--- src/rtl/async_fifo_pkg.sv ---
// Shared definitions for the async FIFO: default depth and Gray/binary conversions.
// The conversions work on a wide word; callers zero-extend in and truncate out.
package async_fifo_pkg;

    localparam int unsigned DEPTH     = 8;
    localparam int unsigned PTR_W_MAX = 32;

    function automatic logic [PTR_W_MAX-1:0] bin2gray(input logic [PTR_W_MAX-1:0] bin);
        return bin ^ (bin >> 1);
    endfunction

    // Each binary bit is the XOR of all Gray bits at or above it.
    // Zero-extended upper bits contribute nothing to the XOR.
    function automatic logic [PTR_W_MAX-1:0] gray2bin(input logic [PTR_W_MAX-1:0] gray);
        logic [PTR_W_MAX-1:0] bin;
        bin = gray;
        for (int i = 1; i < PTR_W_MAX; i++) begin
            bin = bin ^ (gray >> i);
        end
        return bin;
    endfunction

endpackage

--- src/rtl/fifo_sync_ff.sv ---
// Multi-stage flop chain that brings a Gray-coded bus into the local clock domain.
module fifo_sync_ff #(
    parameter int WIDTH  = 4,
    parameter int STAGES = 2
) (
    input  logic             clk,
    input  logic             rst_n,
    input  logic [WIDTH-1:0] d_i,
    output logic [WIDTH-1:0] q_o
);

    logic [WIDTH-1:0] stage_q [STAGES];

    // NOTE: sequential state uses non-blocking assignments so every stage samples the
    // pre-edge value of its neighbour; blocking here would collapse the chain to one flop.
    always_ff @(posedge clk or negedge rst_n) begin
        if (!rst_n) begin
            for (int i = 0; i < STAGES; i++) begin
                stage_q[i] <= '0;
            end
        end else begin
            stage_q[0] <= d_i;
            for (int i = 1; i < STAGES; i++) begin
                stage_q[i] <= stage_q[i-1];
            end
        end
    end

    assign q_o = stage_q[STAGES-1];

endmodule

--- src/rtl/async_fifo_wptr_ctrl.sv ---
// Write-domain pointer and flag controller for a power-of-two async FIFO.
// All flags are computed from next-state pointers so they register with zero lag.
module async_fifo_wptr_ctrl
    import async_fifo_pkg::*;
#(
    parameter int ADDR_W    = $clog2(DEPTH),
    parameter int AF_THRESH = (2 ** ADDR_W) - 2,
    parameter int SYNC_STG  = 2
) (
    input  logic              wclk,
    input  logic              wrst_n,
    input  logic              wen,
    input  logic [ADDR_W:0]   rptr_gray,
    input  logic              ovf_clr,
    output logic [ADDR_W-1:0] waddr,
    output logic              wram_we,
    output logic [ADDR_W:0]   wptr_gray,
    output logic              wfull,
    output logic              walmost_full,
    output logic [ADDR_W:0]   wlevel,
    output logic              wovf
);

    localparam int PTR_W = ADDR_W + 1;

    logic [PTR_W-1:0] rq;
    logic [PTR_W-1:0] rq_bin;

    logic [PTR_W-1:0] wbin_q,  wbin_d;
    logic [PTR_W-1:0] wgray_q, wgray_d;
    logic [PTR_W-1:0] level_q, level_d;
    logic             full_q,  full_d;
    logic             afull_q, afull_d;
    logic             ovf_q,   ovf_d;

    logic             winc;
    logic [PTR_W-1:0] full_pattern;

    fifo_sync_ff #(
        .WIDTH  (PTR_W),
        .STAGES (SYNC_STG)
    ) u_rptr_sync (
        .clk   (wclk),
        .rst_n (wrst_n),
        .d_i   (rptr_gray),
        .q_o   (rq)
    );

    assign rq_bin       = PTR_W'(gray2bin(PTR_W_MAX'(rq)));
    // Full when the write pointer has lapped the read pointer: top two Gray bits inverted.
    assign full_pattern = {~rq[ADDR_W:ADDR_W-1], rq[ADDR_W-2:0]};
    assign winc         = wen & ~full_q;

    // NOTE: every signal driven here gets a value before any condition, so no latch is inferred.
    always_comb begin
        wbin_d  = wbin_q + PTR_W'(winc);
        wgray_d = PTR_W'(bin2gray(PTR_W_MAX'(wbin_d)));
        level_d = wbin_d - rq_bin;
        full_d  = (wgray_d == full_pattern);
        afull_d = (level_d >= PTR_W'(AF_THRESH));
        ovf_d   = ovf_q;
        if (wen && full_q) begin
            ovf_d = 1'b1;
        end else if (ovf_clr) begin
            ovf_d = 1'b0;
        end
    end

    always_ff @(posedge wclk or negedge wrst_n) begin
        if (!wrst_n) begin
            wbin_q  <= '0;
            wgray_q <= '0;
            level_q <= '0;
            full_q  <= 1'b0;
            afull_q <= 1'b0;
            ovf_q   <= 1'b0;
        end else begin
            wbin_q  <= wbin_d;
            wgray_q <= wgray_d;
            level_q <= level_d;
            full_q  <= full_d;
            afull_q <= afull_d;
            ovf_q   <= ovf_d;
        end
    end

    assign waddr        = wbin_q[ADDR_W-1:0];
    assign wram_we      = winc;
    assign wptr_gray    = wgray_q;
    assign wfull        = full_q;
    assign walmost_full = afull_q;
    assign wlevel       = level_q;
    assign wovf         = ovf_q;

endmodule

--- config.mk ---
export PLATFORM = sky130hd
export DESIGN_NAME = async_fifo_wptr_ctrl
export DESIGN_NICKNAME = d
export VERILOG_FILES = /design/src/rtl/async_fifo_pkg.sv /design/src/rtl/fifo_sync_ff.sv /design/src/rtl/async_fifo_wptr_ctrl.sv
export SDC_FILE = /design/constraint.sdc
export NUM_CORES = 1
export LEC_CHECK = 0
export BUFFER_PORTS_ARGS = -buffer_cell sky130_fd_sc_hd__buf_2
export CAP_MARGIN = 20
export CORE_MARGIN = 3
export CORE_UTILIZATION = 40
export CTS_BUF_LIST = sky130_fd_sc_hd__clkbuf_16
export DETAILED_ROUTE_END_ITERATION = 8
export PLACE_DENSITY_LB_ADDON = 0.2
export SYNTH_ARGS = -nofsm -noshare
export SYNTH_HDL_FRONTEND = slang
export SYNTH_SLANG_ARGS = --single-unit
--- constraint.sdc ---
create_clock -name wclk -period 3.7 [get_ports wclk]
set_input_delay 0.37 -clock wclk [delete_from_list [all_inputs] [get_ports wclk]]
set_output_delay 0.37 -clock wclk [all_outputs]
set_load 0.05 [all_outputs]
Yosys cells after proc, flatten, opt, wreduce, memory -nomap -nowiden
Index checks and enable logic that the tools add are counted.

Reduce and logical (&&, ||, !) cells: 2. Mux-type cells: 2. Add/sub/neg operators: 2. Bitwise gates (word level): 7. Equality and inequality tests: 1. $lt $le $gt $ge: 1.

Operators with widths (number): bitwise XOR 4 x 3 -> 4 bit (2); adder 4 x 1 -> 4 bit (1); == test 4 bit (1); >= comparator 4 x 3 -> 1 bit (second input constant) (1); subtractor 4 bit (1); bitwise XOR 4 x 1 -> 4 bit (1); bitwise XOR 4 x 2 -> 4 bit (1); 2-to-1 mux 1 bit (2); inverter 2 bit (1); nonzero test 2 bit (1); AND 1 bit (1); logical AND 1 bit (1); inverter 1 bit (1).

Word-level logic and storage cells: 23. Input port bits: 8. Register bits after elaboration: 23. Output and inout port bits: 15.

Depth between registers and ports, before layout
Gate-level depths: netlist of run 1.

Depth in word-level cells: 5. Depth in mapped cells: 9. Mapped depth without buffers: 9.

Modules after synthesis
From an unflattened synthesis of run 1, not the netlist that was laid out.

Cells, all modules: 65. Area, all modules: 909.6 um2.

Modules (own cells, without submodules): async_fifo_wptr_ctrl (cells each 53, instances 1, area each 679.4 um2, sequential area each 350.3 um2); fifo_sync_ff (cells each 12, instances 1, area each 230.2 um2, sequential area each 200.2 um2).

Least setup slack after synthesis of run 1
OpenSTA, ideal clock, no wires.

Kind: register -> register. Start: register full_q (netlist: wfull). End: register afull_q (netlist: walmost_full). Path buffers: 0. Period minus slack after synthesis: 3.108 ns. Cell stages (with the launch flop): 10. Library setup time: 0.133 ns. Data required time: 3.567 ns. Setup slack: 0.592 ns. Arrival: 2.975 ns. Cells stage by stage: dfrtp_1 -> nor2b_1 -> ha_1 -> ha_1 -> inv_1 -> fa_1 -> inv_1 -> and3_1 -> a31oi_1 -> o211ai_1.

Cells in the longest elaborated chain, start to end: 5.

RTL lines: start: declaration (line async_fifo_wptr_ctrl.sv:32) `logic full_q, full_d;`; start signal: assignment (line async_fifo_wptr_ctrl.sv:81) `full_q <= full_d;`; inverter 1 bit (line async_fifo_wptr_ctrl.sv:52) `assign winc = wen & ~full_q;`; AND 1 bit (line async_fifo_wptr_ctrl.sv:52); net wram_we (line async_fifo_wptr_ctrl.sv:16) `output logic wram_we,`; adder 4 x 1 -> 4 bit (line async_fifo_wptr_ctrl.sv:56) `wbin_d = wbin_q + PTR_W'(winc);`; net wbin_d[1] (line async_fifo_wptr_ctrl.sv:29) `logic [PTR_W-1:0] wbin_q, wbin_d;`; subtractor 4 bit (line async_fifo_wptr_ctrl.sv:58) `level_d = wbin_d - rq_bin;`; net level_d[1] (line async_fifo_wptr_ctrl.sv:31) `logic [PTR_W-1:0] level_q, level_d;`; >= comparator 4 x 3 -> 1 bit (line async_fifo_wptr_ctrl.sv:60) `afull_d = (level_d >= PTR_W'(AF_THRESH));`; net afull_d (line async_fifo_wptr_ctrl.sv:33) `logic afull_q, afull_d;`; end signal: assignment (line async_fifo_wptr_ctrl.sv:82) `afull_q <= afull_d;`; end: declaration (line async_fifo_wptr_ctrl.sv:33).

The timed path passes the listed nets, and every way through them passes these cells. A chain may end at the register's enable or synchronous reset.

Final worst setup path of run 1
Start: register u_rptr_sync.stage_q, in the netlist u_rptr_sync.q_o[3]. End: register afull_q (netlist: walmost_full).

Elaborated cells on any way between the ends: 5. Classes of those cells: 1 x add/sub; 1 x order compare; 3 x bitwise.

RTL lines: start: declaration (line fifo_sync_ff.sv:12) `logic [WIDTH-1:0] stage_q [STAGES];`; start signal: indexed assignment (line fifo_sync_ff.sv:24) `stage_q[i] <= stage_q[i-1];`; bitwise XOR 4 x 2 -> 4 bit (line async_fifo_pkg.sv:18) `bin = bin ^ (gray >> i);`; bitwise XOR 4 x 1 -> 4 bit (*) (line async_fifo_pkg.sv:18); subtractor 4 bit (*) (line async_fifo_wptr_ctrl.sv:58); net level_d[1] (line async_fifo_wptr_ctrl.sv:31); >= comparator 4 x 3 -> 1 bit (*) (line async_fifo_wptr_ctrl.sv:60); net afull_d (line async_fifo_wptr_ctrl.sv:33).

Mark *: on every way through the listed nets, which the timed path passes. The rest lies on a longest branch.

==> impl_results.md, run 1 <==
- Outcome: complete, no violations
- Core Area: 0.00206 mm^2
- Dpl hpwl: 1170 um
- First-pass GRT wire length: 2390 um
- Ant. Diodes: 0
- Hold_buf cts: 0
- Worst setup SP type: flip-flop
- Vias in the first global route: 541
- R2R depth: 9
- Drt first pass iters: 4
- Reg-to-reg startpoint: u_rptr_sync.q_o[3]
- Top post-synthesis cells by area: dfrtp_1 60%, xnor2_1 9.5%, ha_1 6.8%
- # DRC: 0
- Nets: 109
- IO buf count: 22
- CP Class: reg -> reg
- Worst Path Required: 3.82 ns
- Slew HR: 0.689
- Overflow after GRT: 0
- Wire per inst: 12.1 um
- Design area: 0.00117 mm^2
- Share of layout cells above drive strength 1: 0.298
- Initial drt markers: 1
- Setup Skew: 0.00177 ns
- Pin count of the biggest net entering global routing: 23
- Reg clk slew, reported paths: 0.05 ns
- Die Wd: 54.0 um
- Die height: 54.0 um
- Routed WL: 1460 um
- Netlist Area Pre-Place: 921 um^2
- Worst-path maximum fanout: 3
- CTS tree: done
- CTS root buffer: clkbuf_16
- Post-synthesis cell type count: 22
- Area growth, synth to finish: 27.0%
- Full die area: 0.00291 mm^2
- Latest clock arrival within the worst-skew pair: 0.25 ns
- Overall routing resource usage: 0.118
- Final hold viol count: 0
- Final Max Slew Viols: 0
- Final period utilization: 0.657
- Reg-to-Reg End: walmost_full
- Clock Sinks: 22
- Synthesized flop and latch total: 22
- Final setup fails: 0
- Setup bufs post-CTS: 0
- Mapped Nets: 82
- Tightest Pin Transition: 0.466 ns
- CP arrival: 2.55 ns
- Num CTS Buffers: 3
- CTS H-tree lvls: 1
- Max Freq: 412 MHz
- DP Area: 0.00106 mm^2
- Syn Inst Count: 68
- Via Count: 554
- Crit end category: flip-flop
- Setup_tns: 0 ns
- Yosys warns: 0
- Synth area leader: dfrtp_1
- CTS resizes: 0
- Most frequent cells in the layout: 22 x buf_2, 22 x dfrtp_1, 10 x xnor2_1
- Max Root-Sink Buffers: 2
- Layout fillers: 175
- Vias/cell: 4.58
- Max_cap viols: 0
- Final Util: 0.567
- Final min period: 2.43 ns
- Io pins: 23
- Final GP Congestion: 0.760
- Share of the synthesized area in the top cell type: 0.598
- Worst Setup Slack, final: 1.27 ns
- Initial antenna violation count: 0
- Seq/Total Area, Yosys: 0.598
- Row Count: 16
- RSZ-0062 raised after global routing: false
- Hold Crit Class: in -> async
- Avg Inst Size Synth: 13.5 um^2
- Initial cell density of the core: 0.447
- Reg2reg setup slack: 1.27 ns
- Antenna Nets Post-Route: 0
- Setup WS pre-CTS: 1.20 ns
## how the worst max path moves through the flow
stage,cells after the start,endpoint,slack (ns),from
finish,9,walmost_full,1.27,u_rptr_sync.q_o[3]
global route,9,walmost_full,1.08,u_rptr_sync.q_o[3]
CTS,9,walmost_full,1.24,u_rptr_sync.q_o[3]
detailed placement,10,walmost_full,1.20,wen
global placement,10,walmost_full,1.27,wen
floorplan,9,walmost_full,0.59,wfull
## stage by stage
stage / hold WS (ns) / cells
floorplan: 0.0744 / 68
global route: 0.103 / 121
finish: 0.0696 / 121
detailed placement: 0.342 / 117
global placement: 0.333 / 117
CTS: 0.0846 / 121
## synth_stat cells
cell type  number
dfrtp_1        22
xnor2_1        10
inv_1           8
ha_1            5
xor2_1          5
nand3_1         2
a211oi_1        1
a211oi_2        1
a21boi_0        1
a21o_1          1
a21oi_1         1
a31oi_1         1
and3_1          1
fa_1            1
mux2i_1         1
nand2_1         1
nor2b_1         1
o211ai_1        1
o21ai_0         1
o22a_1          1
or3_1           1
xor2_2          1
## sequential cells by signal, summed over array words and instances, names as in the netlist
signal	cells
wovf	1
wptr_gray	3
walmost_full	1
wlevel	4
wfull	1
wbin_q	4
u_rptr_sync.q_o	4
u_rptr_sync.stage_q	4
## cell type report
class / instances / area (um^2) / area share
Timing Repair Buffer: 22 / 110 / 0.0941
Tap cell: 27 / 33.8 / 0.0289
Sequential cell: 22 / 551 / 0.471
Multi-Input combinational cell: 38 / 340 / 0.291
Inverter: 8 / 30.0 / 0.0257
Clock buffer: 3 / 75.1 / 0.0642
Clock inverter: 1 / 30.0 / 0.0257
## worst max-delay path, stage by stage (launching register included)
cell and delay (ns):
dfrtp_1 0.41, xnor2_1 0.26, xor2_1 0.29, xnor2_1 0.12, ha_1 0.23, fa_1 0.52, inv_1 0.05, and3_1 0.17
a31oi_1 0.15, o211ai_1 0.11
## routing by layer
layer  global-route usage  vias to the layer above  share of wire
met2                0.204                       18           0.51
met5                    0                        -              0
met1                0.131                      261           0.42
li1                     -                      273              -
met4               0.0373                        0         0.0055
met3               0.0499                        2          0.068
## cells by family after synthesis
family,Yosys count,synth area share
flip-flops,22,0.598
XOR/XNOR,16,0.160
AO/OA/AOI/OAI,9,0.0734
buffers and inverters,8,0.0326
adder cells (fa/ha/maj),6,0.0897
AND/OR/NAND/NOR,6,0.0353
multiplexers,1,0.0109
Power of run 1 is left out: the tool's default activity adds up to more than one toggle a clock period on the data nets, which glitch-free logic cannot reach.
==> run 2, diff against run 1 <==
--- a/config.mk
+++ b/config.mk
@@ -5,6 +5,7 @@
 export SDC_FILE = /design/constraint.sdc
 export NUM_CORES = 1
 export LEC_CHECK = 0
+export ABC_AREA = 1
 export BUFFER_PORTS_ARGS = -buffer_cell sky130_fd_sc_hd__buf_2
 export CAP_MARGIN = 20
 export CORE_MARGIN = 3
==> constraint.sdc (replaced) <==
create_clock -name wclk -period 2.34 [get_ports wclk]
set_input_delay 0.234 -clock wclk [delete_from_list [all_inputs] [get_ports wclk]]
set_output_delay 0.234 -clock wclk [all_outputs]
set_load 0.05 [all_outputs]
==> run 2 against run 1 <==
Sequential share of layout area fell by 1.6 points. Sequential cell count did not move. Critical path depth rose by 1. Die area rose by 4.8%. Critical path type unchanged. Critical endpoint unchanged.
==> impl_results.md, run 2 <==
- Overflow after GRT: 0 (unchanged)
- Netlist Area Pre-Place: 971 um^2 (was 921 um^2)
- Initial antenna violation count: 0 (unchanged)
- Final GP Congestion: 0.869 (was 0.760)
- RSZ-0062 raised after global routing: false (unchanged)
- Design area: 0.00121 mm^2 (was 0.00117 mm^2)
- Max Root-Sink Buffers: 2 (unchanged)
- Worst-path maximum fanout: 6 (was 3)
- Final period utilization: 0.881 (was 0.657)
- Final setup fails: 0 (unchanged)
- Setup bufs post-CTS: 0 (unchanged)
- Worst Path Required: 2.47 ns (was 3.82 ns)
- Slew HR: 0.683 (was 0.689)
- Synthesized flop and latch total: 22 (unchanged)
- Routed WL: 1630 um (was 1460 um)
- Commonest non-fill, non-tap cell in the layout: nand2_1
- Die Wd: 55.3 um (was 54.0 um)
- # DRC: 0 (unchanged)
- Drt first pass iters: 4 (unchanged)
- Layout fillers: 215 (was 175)
- Avg Inst Size Synth: 9.81 um^2 (was 13.5 um^2)
- Mapped Nets: 113 (was 82)
- Primary FF master, synth: dfrtp_1 (unchanged)
- Outcome: complete, no violations (unchanged)
- CP delay by family, top: adder cells (unchanged)
- Core Area: 0.00225 mm^2 (was 0.00206 mm^2)
- Slowest cell on the critical path: dfrtp_2 (was fa_1)
- Most frequent cells in the layout: 25 x nand2_1, 22 x buf_2, 21 x dfrtp_1 (was 22 x buf_2, 22 x dfrtp_1, 10 x xnor2_1)
- Dpl hpwl: 1300 um (was 1170 um)
- Die height: 55.3 um (was 54.0 um)
- Io pins: 23 (unchanged)
- Initial cell density of the core: 0.431 (was 0.447)
- CP Class: reg -> reg (unchanged)
- Synth area leader: dfrtp_1 (unchanged)
- Count leader, synth: nand2_1 (was dfrtp_1)
- Worst setup SP type: flip-flop (unchanged)
- Multi-input logic area: 364 um^2 (was 340 um^2)
- Area growth, synth to finish: 25.0% (was 27.0%)
- Final hold viol count: 0 (unchanged)
- Overall routing resource usage: 0.120 (was 0.118)
- Top post-synthesis cells by area: dfrtp_1 57%, nand2_1 9.7%, nand3_1 6.7% (was dfrtp_1 60%, xnor2_1 9.5%, ha_1 6.8%)
- Seq/Total Area, Yosys: 0.567 (was 0.598)
- Final min period: 2.06 ns (was 2.43 ns)
- Ant. Diodes: 0 (unchanged)
- Ys async rst share: 1.00 (unchanged)
- Most frequent CP cell: ha_1 (was xnor2_1)
- Full die area: 0.00305 mm^2 (was 0.00291 mm^2)
- Vias in the first global route: 714 (was 541)
- CTS tree: done (unchanged)
- CP cell instances: nor2_4 > ha_1 > ha_1 > ha_1 > inv_1 > nor2_1 > o21ai_0 > nand2_1 > nand3_1 > nand3_1 (was xnor2_1 > xor2_1 > xnor2_1 > ha_1 > fa_1 > inv_1 > and3_1 > a31oi_1 > o211ai_1)
- Via Count: 720 (was 554)
- Max Freq: 485 MHz (was 412 MHz)
- Syn Inst Count: 99 (was 68)
- Pin count of the biggest net entering global routing: 23 (unchanged)
- CTS H-tree lvls: 1 (unchanged)
- DP Area: 0.00112 mm^2 (was 0.00106 mm^2)
- Row Count: 17 (was 16)
- FF/Latch Area: 552 um^2 (was 551 um^2)
- CTS resizes: 0 (unchanged)
- Reg clk slew, reported paths: 0.05 ns (about the same)
- Wire per inst: 10.6 um (was 12.1 um)
- Yosys warns: 0 (unchanged)
- Nets: 141 (was 109)
- Setup Skew: 0.00185 ns (was 0.00177 ns)
- Setup_tns: 0 ns (unchanged)
- Antenna Nets Post-Route: 0 (unchanged)
- Hold_buf cts: 1 (was 0)
- CP arrival: 2.19 ns (was 2.55 ns)
- Hold Crit Class: in -> reg (was in -> async)
- Post-synthesis cell type count: 15 (was 22)
- IO buf count: 22 (unchanged)
- Initial drt markers: 10 (was 1)
- Share of layout cells above drive strength 1: 0.254 (was 0.298)
- Clock Sinks: 22 (unchanged)
- Worst Path Buf+Inv: 1 (unchanged)
- Synth cell count leaders: 25 x nand2_1, 22 x dfrtp_1, 17 x inv_1, 13 x nand3_1, 5 x ha_1 (was 22 x dfrtp_1, 10 x xnor2_1, 8 x inv_1, 5 x ha_1, 5 x xor2_1)
- CP max stage delay: 0.42 ns (was 0.52 ns)
- Post-synth EDFFs: 0 (unchanged)
- First-pass GRT wire length: 2930 um (was 2390 um)
- Vias/cell: 4.68 (was 4.58)
- Final Max Slew Viols: 0 (unchanged)
- Tightest Pin Transition: 0.476 ns (was 0.466 ns)
- Max_cap viols: 0 (unchanged)
- Num CTS Buffers: 3 (unchanged)
- Share of the synthesized area in the top cell type: 0.567 (was 0.598)
- Latest clock arrival within the worst-skew pair: 0.25 ns (about the same)
- CTS root buffer: clkbuf_16 (unchanged)
- Crit end category: flip-flop (unchanged)
==> run 2: cell count changes in the layout (fill, tap and decap cells not counted), moves of 2 or more <==
| cell | change |
|---|---|
| nand2_1 | +24 |
| nand3_1 | +11 |
| inv_1 | +10 |
| xnor2_1 | -7 |
| xor2_1 | -4 |
| nand2_2 | +3 |
| nor2_1 | +2 |
==> run 2: final timing paths <==
check / from / endpoint / slack [ns] / cells past startpoint
max: wfull / walmost_full / 0.28 / 10
min reg2reg: u_rptr_sync.stage_q[4] / u_rptr_sync.q_o[0] / 0.35 / 0
min: rptr_gray[2] / u_rptr_sync.stage_q[6] / 0.09 / 1
max reg2reg: wfull / walmost_full / 0.28 / 10
max in group asynchronous: wrst_n / wfull / 1.51 / 2
min in group asynchronous: wrst_n / wptr_gray[1] / 0.48 / 2
==> run 2: layout make-up <==
cell class | count | area share
flip-flops and latches | 22 | 0.455
multi-input cells | 60 | 0.300
repair buffers | 23 | 0.0990
clock buffers | 3 | 0.0619
inverters | 17 | 0.0526
well taps | 28 | 0.0289
clock inverters | 1 | 0.00309
==> run 2: stage by stage <==
step / util / worst slack, ns / instances / hold slack, ns
after floorplan: - / 0.0307 / 99 / -0.0616
after global placement: 0.499 / 0.296 / 149 / 0.220
after detailed placement: 0.499 / 0.259 / 149 / 0.223
after CTS: 0.538 / 0.281 / 154 / 0.0833
after global routing: 0.538 / 0.132 / 154 / 0.0807
final: 0.538 / 0.278 / 154 / 0.0874
==> run 2: worst register-to-register path: stages (launching register included) <==
cell	delay (ns)
dfrtp_2	0.42
nor2_4	0.09
ha_1	0.19
ha_1	0.31
ha_1	0.32
inv_1	0.05
nor2_1	0.03
o21ai_0	0.25
nand2_1	0.08
nand3_1	0.11
nand3_1	0.08
==> run 2: cells by family (layout without fill, tap and decap cells) <==
| logic type | count (synthesis) | in the layout | synth area share |
|---|---|---|---|
| AND/OR/NAND/NOR | 47 | 47 | 0.219 |
| XOR/XNOR | 5 | 5 | 0.0528 |
| AO/OA/AOI/OAI | 2 | 2 | 0.0103 |
| buffers and inverters | 17 | 44 | 0.0657 |
| adder cells (fa/ha/maj) | 6 | 6 | 0.0851 |
| flip-flops | 22 | 22 | 0.567 |
==> run 2: layer usage <==
| metal | part of all wire | track usage | wire length [um] |
|---|---|---|---|
| met1 | 0.45 | 0.132 | 727 |
| met2 | 0.48 | 0.206 | 785 |
| met3 | 0.052 | 0.0327 | 84 |
| met4 | 0.017 | 0.0694 | 28 |
| met5 | 0 | 0 | 0 |
Power of run 2 is left out for the same reason.
